File: src/rtl/mem_fwd_mport.sv
// Multi-write-port register file with one forwarded read port, optional output stage and sequential clear.
// Highest-index write port wins on address collisions, and the same-cycle read sees that same winner.
module mem_fwd_mport #(
  parameter int WIDTH   = 4,
  parameter int ADDR_W  = 4,
  parameter int NWR     = 2,
  parameter int RD_PIPE = 0
) (
  input  logic                  clk,
  input  logic                  rst,
  input  logic                  clr,
  input  logic [NWR-1:0]        we,
  input  logic [NWR*ADDR_W-1:0] wa,
  input  logic [NWR*WIDTH-1:0]  wd,
  input  logic                  re,
  input  logic [ADDR_W-1:0]     ra,
  output logic [WIDTH-1:0]      rd,
  output logic                  rd_valid,
  output logic                  busy
);

  localparam int DEPTH = 1 << ADDR_W;

  typedef enum logic {S_CLEAR, S_RUN} state_t;

  state_t              state_q, state_d;
  logic [ADDR_W-1:0]   cnt_q, cnt_d;
  logic [WIDTH-1:0]    mem_q [DEPTH];
  logic [WIDTH-1:0]    mem_d [DEPTH];
  logic [WIDTH-1:0]    s1_q, s1_d;
  logic                v1_q, v1_d;
  logic [WIDTH-1:0]    rd_q, rd_d;
  logic                rd_valid_q, rd_valid_d;
  logic [WIDTH-1:0]    rdata;

  always_comb begin
    state_d    = state_q;
    cnt_d      = cnt_q;
    mem_d      = mem_q;
    s1_d       = s1_q;
    v1_d       = v1_q;
    rd_d       = rd_q;
    rd_valid_d = rd_valid_q;

    // Ascending scan, so the highest enabled port matching ra overrides the array.
    rdata = mem_q[ra];
    for (int i = 0; i < NWR; i++) begin
      if (we[i] && (wa[i*ADDR_W +: ADDR_W] == ra)) begin
        rdata = wd[i*WIDTH +: WIDTH];
      end
    end

    if (state_q == S_CLEAR) begin
      mem_d[cnt_q] = '0;
      cnt_d        = cnt_q + 1'b1;
      if (cnt_q == ADDR_W'(DEPTH - 1)) begin
        state_d = S_RUN;
      end
      v1_d       = 1'b0;
      rd_valid_d = 1'b0;
    end else begin
      for (int i = 0; i < NWR; i++) begin
        if (we[i]) begin
          mem_d[wa[i*ADDR_W +: ADDR_W]] = wd[i*WIDTH +: WIDTH];
        end
      end
      if (clr) begin
        state_d = S_CLEAR;
        cnt_d   = '0;
      end
      if (RD_PIPE != 0) begin
        if (re) begin
          s1_d = rdata;
        end
        v1_d       = re;
        rd_d       = s1_q;
        rd_valid_d = v1_q;
      end else begin
        if (re) begin
          rd_d = rdata;
        end
        rd_valid_d = re;
      end
    end
  end

  // The array is left untouched by reset; the clear engine zeroes it afterwards.
  always_ff @(posedge clk) begin
    if (rst) begin
      state_q    <= S_CLEAR;
      cnt_q      <= '0;
      s1_q       <= '0;
      v1_q       <= 1'b0;
      rd_q       <= '0;
      rd_valid_q <= 1'b0;
    end else begin
      state_q    <= state_d;
      cnt_q      <= cnt_d;
      mem_q      <= mem_d;
      s1_q       <= s1_d;
      v1_q       <= v1_d;
      rd_q       <= rd_d;
      rd_valid_q <= rd_valid_d;
    end
  end

  assign rd       = rd_q;
  assign rd_valid = rd_valid_q;
  assign busy     = (state_q == S_CLEAR);

endmodule

File: config.mk
export PLATFORM = sky130hd
export DESIGN_NAME = mem_fwd_mport
export DESIGN_NICKNAME = d
export VERILOG_FILES = /design/src/rtl/mem_fwd_mport.sv
export SDC_FILE = /design/constraint.sdc
export NUM_CORES = 1
export LEC_CHECK = 0
export CORE_MARGIN = 2
export CORE_UTILIZATION = 64
export CTS_CLUSTER_DIAMETER = 120
export CTS_CLUSTER_SIZE = 28
export DETAILED_ROUTE_END_ITERATION = 8
export HOLD_SLACK_MARGIN = 0.1
export PLACE_DENSITY = 0.81
export SLEW_MARGIN = 20
export SYNTH_ARGS = -nofsm -noshare
export SYNTH_HDL_FRONTEND = slang
export SYNTH_SLANG_ARGS = --single-unit
File: constraint.sdc
create_clock -name clk -period 7 [get_ports clk]
set_input_delay 1.75 -clock clk [delete_from_list [all_inputs] [get_ports clk]]
set_output_delay 1.75 -clock clk [all_outputs]
set_load 0.01 [all_outputs]
==> impl_metrics.tcl <==
set metrics [dict create \
    status "completed" \
    post-synth-top-area-fraction_pct 33.9 \
    fin_area_um2 6120 \
    cts_hold_buf 0 \
    nets 638 \
    gr-total-overflow 0 \
    cap_violations 0 \
    yosys_register_bits 74 \
    synthCells 612 \
    cp_max_fo 18 \
    power_density_nw_per_um2 181 \
    cp_data_required_time_ns 7.26 \
    start_util_pct 65.7 \
    synth_edf_count 64 \
    grtUsageTotal_pct 34.9 \
    drt_iter0_markers 662 \
    end_kind "flip-flop" \
    maxSlewHeadroom_pct 30.3 \
    grt_max_degree 84 \
    grt_pass1_vias 4771 \
    critPathLaunchType "primary input" \
    insertion_delay_ns 0.37 \
    place_hpwl_um 10900 \
    yosys_warnings 0 \
    portBuffers 31 \
    ys_top_cells_by_area "edfxtp_1, mux4_2, o21ai_0, nand2_1, mux2_2" \
    synthesis.area_um2 5670 \
    first_pass_iters 6 \
    wl_per_cell_um 23.1 \
    totalWireLength_um 16700 \
    top_layer_used "met4" \
    cts.sinks 74 \
    setup_violations 0 \
    die_area_um2 9630 \
    path_clk_slew_ns 0.09 \
    rsz0062_at_grt "false" \
    cts_tree "done" \
    num_antenna_cells 0 \
    htreeDepth 3 \
    wl_met1_um 6470 \
    syn_nets 642 \
    cts_root_buf "clkbuf_8" \
    pin_count 32 \
    placed_area_um2 5910 \
    die_x_um 98.1 \
    critPathKind "primary input to flip-flop" \
    post-route-util_pct 70.9 \
    synthArstFlopShare_pct 0 \
    drcViolationCount 0 \
    irDropWorstVdd_v 0.000115 \
    postCtsResizedCells 0 \
    dr_total_vias 5119 \
    worst_path_largest_cell_delay_ns 0.94 \
    fp-row-count 34 \
    layout-drive-gt1-share_pct 14.2 \
    coreArea_um2 8640 \
    tightest_slew_ns 1.04 \
    hold_viol_final 0 \
    cts_setup_buffers 0 \
    ys.flop_type "edfxtp_1" \
    path_cells "clkdlybuf4s50_1 > xor2_1 > nor3_1 > nand3_1 > and3_1 > a2111oi_2" \
    routed_via_density 7.10 \
    grt_first_pass_wirelength_um 26000 \
    slowest_stage "clkdlybuf4s50_1" \
    skew_ns 0.0142 \
    worstPathArrival_ns 4.14 \
    fp.dieH_um 98.1 \
    yosysTopAreaCell "edfxtp_1" \
    synth.avg_cell_area_um2 9.27 \
    slew_violations 0 \
    syn_to_final_growth_pct 7.94 \
    place.gp.congestion 0.931 \
    tns_ns 0 \
    dr_wl_met2_um 7490 \
    holdWs_ns 0.592 \
    antenna_left 0 \
    fmax_ghz 0.258 \
    clockBufferDepth 2 \
    antenna_found_initial 0 \
    period_minus_slack_ns 3.88 \
    yosysSeqAreaShare_pct 37.4 \
    cts_buffers 9 \
    hold_class "flip-flop to flip-flop" \
    p_leak_uw 0.00225 \
    period_share_pct 55.4 \
    yosysUniqueCellTypes 49 \
    wl_met3_um 2120 \
]
[routing by layer]
layer,GRT usage [%],up-vias
met5,0,-
met4,15.9,0
met3,6.94,64
met2,53.5,386
met1,48.3,2407
li1,-,2262
[report_power, final]
group	total [uW]	switching (uW)	leakage (uW)	internal (uW)
Clock	384	182	0.000110	202
Combinational	189	106	0.00143	82.7
Sequential	536	23.3	0.000713	512
Total	1110	311	0.00225	797
[metrics by stage]
stage               instances  total power, uW  setup WS [ns]
floorplan                 612              666           3.34
global placement          705              721           2.72
detailed placement        705              728           2.71
CTS                       721             1100           3.09
global route              721             1140           3.01
finish                    721             1110           3.12
[layout by cell type (no fill, tap or decap), drive strengths merged]
cell type / instances
inv: 6
clkinv: 4
o211ai: 14
and2: 3
a311o: 3
clkbuf: 10
mux2: 29
a21oi: 28
nand2b: 9
nor3: 3
nand3b: 3
dfxtp: 10
and3b: 3
and3: 25
mux2i: 19
o22ai: 2
nand3: 41
or3: 3
mux4: 16
a21o: 19
a31o: 8
o21ai: 65
nor2b: 7
bufinv: 2
nor2: 56
buf: 4
xor2: 7
xnor2: 3
clkdlybuf4s50: 30
o2bb2ai: 5
a2111oi: 4
a22o: 4
edfxtp: 64
nand2: 76
a22oi: 9
nor4: 4
nor3b: 11
ha: 4
[worst paths after layout]
path                            startpoint  cells past startpoint         to  slack, ns
worst min-delay path             mem_q[17]                      1  mem_q[17]       0.59
worst min register to register   mem_q[17]                      1  mem_q[17]       0.59
worst max register to register     state_q                      6  mem_q[25]       4.87
worst max-delay path                 ra[1]                      6      rd[1]       3.12
[layout make-up]
type	instances	area, um^2
Clock buffer	10	128
Clock inverter	6	91.3
Fill cell	666	2510
Inverter	6	22.5
Multi-Input combinational cell	483	3290
Sequential cell	74	2120
Tap cell	108	135
Timing Repair Buffer	34	328
[state kept, by name, summed over array words and instances, names as in the netlist]
name and count:
mem_q 64, cnt_q 4, rd 4, rd_valid 1
state_q 1
[critical path, delay by kind of cell]
family / cells / cell delay, ns
simple gates: 3 / 0.74
xor+xnor: 1 / 0.37
buf+inv: 1 / 0.94
compound gates: 1 / 0.32
[cell usage after synthesis, drive strengths merged (10+ instances only)]
cell and number:
a21o 19, a21oi 28, and3 25, buf 12, clkbuf 37, dfxtp 10, edfxtp 64, mux2 29
mux2i 19, mux4 16, nand2 76, nand3 41, nor2 56, nor3b 11, o211ai 14, o21ai 65
[cell families after synthesis]
logic type      share of synthesized area, %
flops                                   37.4
compound gates                          18.3
mux                                     15.9
buf+inv                                 4.50
xor+xnor                                1.54
simple gates                            21.4
fa+ha+maj                              0.883
(Power assumes the default switching activity.)
